==> src/rtl/phoenix_host_spi_pkg.sv <==
// Shared constants, FSM state type and status-byte helper for the host-link
// SPI status responder.
//
// Contents:
//   CMD_STATUS / CMD_RECONFIG  recognised command bytes
//   IDLE_FILL                  MISO fill pattern when there is nothing to say
//   DEF_MAGIC / DEF_VERSION / DEF_KEY  default values for the top parameters
//   spi_state_t                responder FSM state
//   status_byte()              response byte for a given status-frame byte index
package phoenix_host_spi_pkg;

    localparam logic [7:0] CMD_STATUS   = 8'h0B;
    localparam logic [7:0] CMD_RECONFIG = 8'h5A;
    localparam logic [7:0] IDLE_FILL    = 8'hFF;

    localparam logic [7:0] DEF_MAGIC    = 8'h50;
    localparam logic [7:0] DEF_VERSION  = 8'h01;
    localparam logic [7:0] DEF_KEY      = 8'hA5;

    // Byte index 0 is the command byte; the counter sticks at this value.
    localparam logic [2:0] BYTE_CNT_MAX = 3'd7;

    typedef enum logic [1:0] {
        IDLE = 2'd0,
        CMD  = 2'd1,
        DATA = 2'd2
    } spi_state_t;

    // Response byte shifted out during status-frame byte 'idx' (1-based after
    // the command byte). Anything past the version byte reads as zero.
    function automatic logic [7:0] status_byte(
        input logic [2:0] idx,
        input logic [7:0] magic,
        input logic [7:0] version,
        input logic [4:0] trigger,
        input logic [3:0] boot_state
    );
        logic [7:0] v;
        case (idx)
            3'd1:    v = magic;
            3'd2:    v = {3'b000, trigger};
            3'd3:    v = {4'b0000, boot_state};
            3'd4:    v = version;
            default: v = 8'h00;
        endcase
        return v;
    endfunction

endpackage

==> src/rtl/spi_input_sync.sv <==
// Two-flop synchroniser plus one registered copy for one asynchronous SPI pin.
//
// Ports:
//   clock    in   system clock
//   i_async  in   asynchronous pin
//   o_level  out  synchronised level (2nd stage)
//   o_rise   out  one-cycle pulse on a synchronised 0->1 transition
//   o_fall   out  one-cycle pulse on a synchronised 1->0 transition
//
// The flops carry no reset on purpose: after a reset they keep tracking the
// real pin, so a chip select that is already low does not look like a fresh
// falling edge once reset is released.
module spi_input_sync (
    input  logic clock,
    input  logic i_async,
    output logic o_level,
    output logic o_rise,
    output logic o_fall
);

    logic r_meta;
    logic r_sync;
    logic r_prev;

    always_ff @(posedge clock) begin
        r_meta <= i_async;
        r_sync <= r_meta;
        r_prev <= r_sync;
    end

    assign o_level = r_sync;
    assign o_rise  = r_sync & ~r_prev;
    assign o_fall  = ~r_sync & r_prev;

endmodule

==> src/rtl/spi_status_responder.sv <==
// SPI mode-0 slave on the host link of the factory image. The host reads a
// boot-status frame (command 0x0B) or requests reconfiguration (command 0x5A
// followed by the key byte). All SPI pins are oversampled by the system clock.
//
// Ports:
//   clock, reset_n      system clock, synchronous active-low reset
//   spi_sclk/mosi/cs_n  host SPI pins (asynchronous)
//   spi_miso            serial response data
//   spi_miso_oe         1 = drive the MISO pad
//   bypass              1 = flash passthrough owns the bus, block held idle
//   trigger, boot_state status fields, sampled when a status byte is loaded
//   busy                1 while a transaction is in progress
//   reconfig_req        one-cycle pulse, valid reconfig frame completed
//   cmd_error           one-cycle pulse, unknown command or malformed frame
//   dbg_state           current FSM state
//
// Handshake: there is no valid/ready pair; reconfig_req and cmd_error are
// single-cycle strobes, mutually exclusive, issued one clock after the
// synchronised chip-select rise.
module spi_status_responder
    import phoenix_host_spi_pkg::*;
#(
    parameter logic [7:0] MAGIC   = DEF_MAGIC,
    parameter logic [7:0] VERSION = DEF_VERSION,
    parameter logic [7:0] KEY     = DEF_KEY
) (
    input  logic       clock,
    input  logic       reset_n,
    input  logic       spi_sclk,
    input  logic       spi_mosi,
    input  logic       spi_cs_n,
    output logic       spi_miso,
    output logic       spi_miso_oe,
    input  logic       bypass,
    input  logic [4:0] trigger,
    input  logic [3:0] boot_state,
    output logic       busy,
    output logic       reconfig_req,
    output logic       cmd_error,
    output spi_state_t dbg_state
);

    logic w_sclk_level, w_sclk_rise, w_sclk_fall;
    logic w_mosi_level, w_mosi_rise, w_mosi_fall;
    logic w_cs_level,   w_cs_rise,   w_cs_fall;

    spi_input_sync u_sync_sclk (
        .clock(clock), .i_async(spi_sclk),
        .o_level(w_sclk_level), .o_rise(w_sclk_rise), .o_fall(w_sclk_fall)
    );
    spi_input_sync u_sync_mosi (
        .clock(clock), .i_async(spi_mosi),
        .o_level(w_mosi_level), .o_rise(w_mosi_rise), .o_fall(w_mosi_fall)
    );
    spi_input_sync u_sync_cs (
        .clock(clock), .i_async(spi_cs_n),
        .o_level(w_cs_level), .o_rise(w_cs_rise), .o_fall(w_cs_fall)
    );

    logic w_unused;
    assign w_unused = &{1'b0, w_sclk_level, w_mosi_rise, w_mosi_fall};

    spi_state_t r_state;
    logic [2:0] r_bit_cnt;
    logic [2:0] r_byte_cnt;
    logic [6:0] r_rx;
    logic [7:0] r_cmd;
    logic [7:0] r_arg;
    logic [7:0] r_tx;           // bits still to be presented, MSB next
    logic       r_miso;
    logic       r_reconfig_req;
    logic       r_cmd_error;
    logic       r_cs_armed;     // CS seen high since reset; gates frame start

    logic [7:0] w_rx_next;
    logic [7:0] w_cmd_eff;
    logic [2:0] w_byte_next;
    logic [7:0] w_tx_next;

    assign w_rx_next   = {r_rx, w_mosi_level};
    // On the last bit of the command byte the command is not yet in r_cmd.
    assign w_cmd_eff   = (r_state == CMD) ? w_rx_next : r_cmd;
    assign w_byte_next = (r_byte_cnt == BYTE_CNT_MAX) ? BYTE_CNT_MAX : r_byte_cnt + 3'd1;
    assign w_tx_next   = (w_cmd_eff == CMD_STATUS)
                       ? status_byte(w_byte_next, MAGIC, VERSION, trigger, boot_state)
                       : IDLE_FILL;

    always_ff @(posedge clock) begin
        if (!reset_n) begin
            r_state        <= IDLE;
            r_bit_cnt      <= 3'd0;
            r_byte_cnt     <= 3'd0;
            r_rx           <= 7'd0;
            r_cmd          <= 8'h00;
            r_arg          <= 8'h00;
            r_tx           <= IDLE_FILL;
            r_miso         <= 1'b1;
            r_reconfig_req <= 1'b0;
            r_cmd_error    <= 1'b0;
            r_cs_armed     <= 1'b0;
        end else begin
            r_reconfig_req <= 1'b0;
            r_cmd_error    <= 1'b0;
            if (w_cs_level) begin
                r_cs_armed <= 1'b1;
            end

            if (bypass) begin
                // Passthrough owns the bus: abandon any frame silently.
                r_state    <= IDLE;
                r_bit_cnt  <= 3'd0;
                r_byte_cnt <= 3'd0;
                r_tx       <= IDLE_FILL;
                r_miso     <= 1'b1;
            end else if (r_state == IDLE) begin
                // A simultaneous SCLK edge is deliberately ignored here.
                if (w_cs_fall && r_cs_armed) begin
                    r_state    <= CMD;
                    r_bit_cnt  <= 3'd0;
                    r_byte_cnt <= 3'd0;
                    r_rx       <= 7'd0;
                    r_miso     <= IDLE_FILL[7];
                    r_tx       <= {IDLE_FILL[6:0], 1'b1};
                end
            end else if (w_cs_rise) begin
                r_state <= IDLE;
                r_tx    <= IDLE_FILL;
                r_miso  <= 1'b1;
                if (r_state == CMD) begin
                    r_cmd_error <= 1'b1;
                end else if (r_cmd == CMD_STATUS) begin
                    // Status reads may stop anywhere.
                end else if (r_cmd == CMD_RECONFIG && r_byte_cnt == 3'd2 &&
                             r_bit_cnt == 3'd0 && r_arg == KEY) begin
                    r_reconfig_req <= 1'b1;
                end else begin
                    r_cmd_error <= 1'b1;
                end
            end else if (w_sclk_rise) begin
                r_rx <= w_rx_next[6:0];
                if (r_bit_cnt == 3'd7) begin
                    r_bit_cnt  <= 3'd0;
                    r_byte_cnt <= w_byte_next;
                    // Next byte is staged now; the coming SCLK fall presents its MSB.
                    r_tx       <= w_tx_next;
                    if (r_state == CMD) begin
                        r_cmd   <= w_rx_next;
                        r_state <= DATA;
                    end
                    if (r_byte_cnt == 3'd1) begin
                        r_arg <= w_rx_next;
                    end
                end else begin
                    r_bit_cnt <= r_bit_cnt + 3'd1;
                end
            end else if (w_sclk_fall) begin
                r_miso <= r_tx[7];
                r_tx   <= {r_tx[6:0], 1'b1};
            end
        end
    end

    assign spi_miso     = r_miso;
    assign spi_miso_oe  = (r_state != IDLE);
    assign busy         = (r_state != IDLE);
    assign reconfig_req = r_reconfig_req;
    assign cmd_error    = r_cmd_error;
    assign dbg_state    = r_state;

endmodule

==> config.mk <==
export PLATFORM = sky130hd
export DESIGN_NAME = spi_status_responder
export DESIGN_NICKNAME = d
export VERILOG_FILES = /design/src/rtl/phoenix_host_spi_pkg.sv /design/src/rtl/spi_input_sync.sv /design/src/rtl/spi_status_responder.sv
export SDC_FILE = /design/constraint.sdc
export NUM_CORES = 1
export LEC_CHECK = 0
export CAP_MARGIN = 20
export CORE_ASPECT_RATIO = 0.5
export CORE_MARGIN = 8
export CORE_UTILIZATION = 58
export CTS_BUF_LIST = sky130_fd_sc_hd__clkbuf_8 sky130_fd_sc_hd__clkbuf_16
export DETAILED_ROUTE_END_ITERATION = 12
export GPL_ROUTABILITY_DRIVEN = 1
export PLACE_DENSITY = 0.8
export SLEW_MARGIN = 20
export SYNTH_ARGS = -nofsm -noshare
export SYNTH_HDL_FRONTEND = slang
export SYNTH_HIERARCHICAL = 1
export SYNTH_SLANG_ARGS = --single-unit
export TNS_END_PERCENT = 5
==> constraint.sdc <==
create_clock -name clock -period 2.8 [get_ports clock]
set_input_delay 0.56 -clock clock [delete_from_list [all_inputs] [get_ports clock]]
set_output_delay 0.56 -clock clock [all_outputs]
set_load 0.02 [all_outputs]
==> summary.log <==
[outcome] run status finished clean
[power_and_ir_drop] Seq pwr share 56.7%
[setup_path] buffering stage count on the worst path with inverters included 2
[clocking] number of buffers added to fix hold violations after cts 0
[synthesis] Post-Synthesis Cell Area 2340 sq um
[setup_path] Worst path max stage delay 610 ps
[clocking] Clock Tree Root sky130_fd_sc_hd__clkbuf_8
[floorplan] die footprint 6450 sq um
[setup_path] beginning of the critical path dbg_state[1]
[clocking] total clock sinks 51
[floorplan] total number of placement rows 16
[setup_path] count of cell instances traversed by the critical path 3
[setup_path] required arrival time at the worst endpoint 2240 ps
[timing] RSZ-0062 raised after global routing no
[route] number of antenna-violating nets in the routed design 0
[clocking] count of H-tree levels built during CTS 2
[route] number of DRC markers after the initial detailed-route iteration 93
[power_and_ir_drop] power spent charging and discharging nets 273 uW
[final_layout] count of fill cells added during filler insertion 308
[synthesis] post-synth net total 275
[setup_path] cell count of the worst reg-to-reg path 6
[power_and_ir_drop] proportion of power drawn by the clock network 37.8%
[power_and_ir_drop] Peak VDD IR 0.442 mV
[route] number of iterations in the first detailed-routing pass 5
[setup_path] cell-by-cell trace of the critical path nor2_1 > inv_1 > clkdlybuf4s50_1
[floorplan] number of placed I/O pins 22
[synthesis] number of warnings issued by yosys 6
[setup_path] highest fanout seen on the critical path 13
[timing] final slew viol count 0
[synthesis] mean cell area of the mapped netlist 9.22 sq um
[clocking] CTS clk-pin slew, worst paths 90 ps
[grt] initial antenna violation count 0
[floorplan] width of the die 106 um
[power_and_ir_drop] pwr/cell area 481 nW/um^2
[setup_path] capturing instance or port of the critical path busy
[timing] transition time at the pin with the least slew margin 756 ps
[clocking] Skew-Pair Late Insertion Delay 300 ps
[setup_path] minimum setup slack among reg-to-reg paths 570 ps
[final_layout] number of nets in the finished design 298
[timing] worst max-slew margin expressed relative to the limit 49.2%
[power_and_ir_drop] cell leakage power 0.978 nW
[grt] gr ovfl total 0
[setup_path] type of destination of the critical path output port
[timing] number of hold violations in the final report 0
[hold_path] Hold WC Path Type reg2reg
[grt] pin count of the biggest net entering global routing 25
[timing] share of the cycle needed by the critical path after routing 84.3%
[final_layout] Diodes inserted 0
[clocking] number of gates given a new drive strength after cts 0
[placed_design] post-DP HPWL 3770 um
[clocking] cts bufs inserted 5
[route] overall via count from detail_route 1897
[timing] upper clock frequency limit 424 MHz
[setup_path] kind of launch point of the worst setup path register
[setup_path] Critical Setup Path Class reg2out
[timing] Worst Skew 6.71 ps
[placed_design] port buffer count 21
[floorplan] Core ar. 3880 sq um
[run] max_cap viols 0
[power_and_ir_drop] switching part of the total power 20.9%
[floorplan] overall die height 60.9 um
[timing] worst hold slack after final layout 334 ps
[route] average wire per standard cell 15.6 um
[power_and_ir_drop] P_int 1.03 mW
[setup_path] Crit path arrival time 1800 ps
[clocking] post-CTS setup buffer count 0
[timing] Final min period 2360 ps
[clocking] Bufs on Longest Clock Path 2
[grt] via count of the first global-routing pass 1854
[setup_path] Slowest-stage cell, CP sky130_fd_sc_hd__clkdlybuf4s50_1
[synthesis] Gate Count Post-Synth 254
[clocking] CTS tree done
[floorplan] initial cell density of the core 60.3%
[placed_design] GP Congestion 0.792
[timing] setup_tns 0 ps
[timing] final setup violation count 0
[setup_path] startpoint of the lowest-slack register-to-register path r_bit_cnt[1]
[final_layout] area delta synth->final 16.0%
[grt] Global Route Usage Sum 16.7%
[power_and_ir_drop] combinational fraction of design power 5.6%
[setup_path] cell class contributing the biggest share of worst-path delay buffers and inverters
[setup_path] worst r2r dst r_cmd[5]
[route] average vias per placed instance 5.73
[route] routed wire length 5150 um
[grt] first-pass GRT wire length 8670 um
[final_layout] fraction of final layout cells sized beyond drive strength 1 7.58%
[route] remaining design rule violation count 0
## sequential cells by signal (all words and copies together) (netlist names), 2 cells and up
| name | flops |
|---|---|
| r_arg | 8 |
| r_rx | 7 |
| r_cmd | 8 |
| dbg_state | 2 |
| r_byte_cnt | 3 |
| r_tx | 8 |
| r_bit_cnt | 3 |
## routing by layer
metal	vias up	track usage [%]	share of wire [%]	wire length, um
met5	-	0	0	0
met2	51	29.2	47	2440
li1	948	-	-	-
met3	6	4.77	5.9	306
met1	892	20.2	46	2380
met4	0	3.56	0.62	32
## how the worst min path moves through the flow
stage                           from                 to  depth (start not counted)
CTS                 u_sync_cs/r_meta  u_sync_cs/o_level                          0
floorplan           u_sync_cs/r_meta  u_sync_cs/o_level                          0
global placement    u_sync_cs/r_meta  u_sync_cs/o_level                          0
detailed placement  u_sync_cs/r_meta  u_sync_cs/o_level                          0
global route        u_sync_cs/r_meta  u_sync_cs/o_level                          0
finish              u_sync_cs/r_meta  u_sync_cs/o_level                          0
## final cells by class
cell class / instances / area (sq um) / share of cell area [%]
clock buffers: 5 / 68.8 / 2.53
clock inverters: 2 / 33.8 / 1.24
inverters: 5 / 18.8 / 0.691
multi-input cells: 186 / 1240 / 45.8
flip-flops and latches: 51 / 1020 / 37.6
well taps: 54 / 67.6 / 2.49
repair buffers: 28 / 263 / 9.67
## power by group through the flow
stage	Combinational [mW]	Sequential (mW)	Clock, mW
floorplan	0.0389	0.755	0
global placement	0.0702	0.756	0
detailed placement	0.0721	0.757	0
CTS	0.0721	0.740	0.494
global route	0.0790	0.741	0.525
finish	0.0725	0.740	0.493
## layout by cell type (no fill, tap or decap), drive strengths merged, types with 2 or more instances in the layout
cell type      instances
dfxtp                 51
o21ai                 22
a21oi                 21
clkdlybuf4s50         21
nor2b                 20
nand2                 19
mux2i                 19
nor2                   8
nand2b                 8
a21boi                 7
nand3                  7
nor3                   7
buf                    7
inv                    6
ha                     6
clkbuf                 5
nor4b                  4
a31oi                  4
nor4bb                 3
and2b                  3
and4bb                 2
and2                   2
and3b                  2
nand3b                 2
o211ai                 2
or4                    2
nand4                  2
nor4                   2
## through the flow
stage	power, mW	std cells	area, sq um	util (%)	setup WS (ps)
global route	1.35	331	2720	69.9	342
global placement	0.826	324	2610	67.3	690
floorplan	0.794	254	2340	-	988
detailed placement	0.829	324	2610	67.3	624
finish	1.31	331	2720	69.9	439
CTS	1.31	331	2720	69.9	417
Note: power is estimated with default switching activity, not from simulation.
==> edit, RTL diff (same flow settings) <==
Register the outputs `spi_miso_oe` and `busy`, with the module's reset; this adds one clock of latency there. The other outputs are not delayed to match.
--- a/src/rtl/spi_status_responder.sv
+++ b/src/rtl/spi_status_responder.sv
@@ -163,4 +163,11 @@
     assign spi_miso     = r_miso;
-    assign spi_miso_oe  = (r_state != IDLE);
-    assign busy         = (r_state != IDLE);
+    always_ff @(posedge clock) begin
+        if (!reset_n) begin
+            spi_miso_oe <= '0;
+            busy        <= '0;
+        end else begin
+            spi_miso_oe <= (r_state != IDLE);
+            busy        <= (r_state != IDLE);
+        end
+    end
     assign reconfig_req = r_reconfig_req;
Behaviour: not the same (a bounded check fails within 4 cycles, from zero or initial values and one cycle with reset_n low).
==> edit against the unedited design <==
- synthesized cell count rose by 8.3%
- total power is 4.6% lower
- sequential cell count rose by 1
- largest cell class unchanged
- critical path depth up 3
- synthesized area up 7.7%
- sequential power grew 1%
- wire length increased by 3.5%
- via count rose by 11%
- sequential share of layout area decreased by 0.36 points
- design area increased by 2.9%
- setup slack better by 43 ps
==> edit: results <==
group,metric,value,unit
setup_path,rr_endpoint,"r_tx[1]",
route,drc,0,
placement,post_dp_cell_area,2715,sq um
cells_and_area,drive_gt1_frac,0.1076,
clock_network,post-cts-setup-buffer-count,0,
logic_synthesis,syn_nets,296,
cells_and_area,instances_no_fill,345,
logic_synthesis,yosysWarnings,6,
logic_synthesis,avgSynthCellArea,9.177,sq um
cells_and_area,diodes,0,
hold_path,hp-class,"register to register",
grt,track_usage,0.1651,
setup_path,cp_slowest_cell,"ha_1",
power,p_switching,0.0002899,W
grt,antenna_found_initial,0,
grt,grt_max_degree,26,
hold_path,hold_end,"u_sync_sclk/o_level",
placement,place_congestion,0.8016,
route,vias,2102,
placement,portBuffers,21,
grt,grt_pass1_wl,9045,um
grt,grt_pass1_vias,1877,
cells_and_area,fin_nets,309,
clock_network,cts-root-buf,"clkbuf_8",
setup_path,startpoint,"r_bit_cnt[0]",
placement,hpwl,3856,um
floorplanning,die_area,6846,sq um
setup_path,crit_family,"adder cells",
power,p_leak,0.9455,nW
clock_network,cts_max_level,2,
setup_path,end_kind,"register",
sta,period_minus_slack,2318,ps
sta,skew,9.411,ps
clock_network,clockBufferDepth,2,
setup_path,cpPeakStageDelay,520,ps
cells_and_area,final-seq-area,1041,sq um
power,peakVddDrop,314.0,uV
placement,place_ws,512.4,ps
status,outcome,"finished clean",
setup_path,crit_fanout,16,
cells_and_area,fillers,368,
placement,dp_cells,338,
setup_path,crit_arrival,2540,ps
hold_path,hold_start,"u_sync_sclk/r_meta",
route,avgRoutedWirePerCell,15.46,um
sta,slew_headroom,0.6157,
setup_path,rrSetupSlack,480,ps
route,drt_iter0_markers,120,
setup_path,r2r_cells,6,
sta,holdWs,334.5,ps
edit: power by group through the flow:
stage	clock network, W	registers (W)	logic [W]
floorplan	0	0.000768	0.0000475
global placement	0	0.000768	0.0000739
detailed placement	0	0.000769	0.0000755
CTS	0.000424	0.000751	0.0000755
global route	0.000457	0.000753	0.0000809
finish	0.000419	0.000751	0.0000752
edit: per-layer routing:
layer  vias to the layer above  wire length [um]  share of wire  track usage
met5                         -                 0              0            0
met4                         0                80          0.015      0.05509
met3                         6               253          0.047      0.05556
met2                        43              2445           0.46       0.2481
met1                      1014              2553           0.48       0.2152
li1                       1039                 -              -            -
edit: area by class of cell:
class | count | area share
Clock buffer | 5 | 0.02461
Clock inverter | 2 | 0.004474
Inverter | 6 | 0.008054
Multi-Input combinational cell | 198 | 0.4792
Sequential cell | 52 | 0.3723
Tap cell | 57 | 0.02550
Timing Repair Buffer | 25 | 0.08591
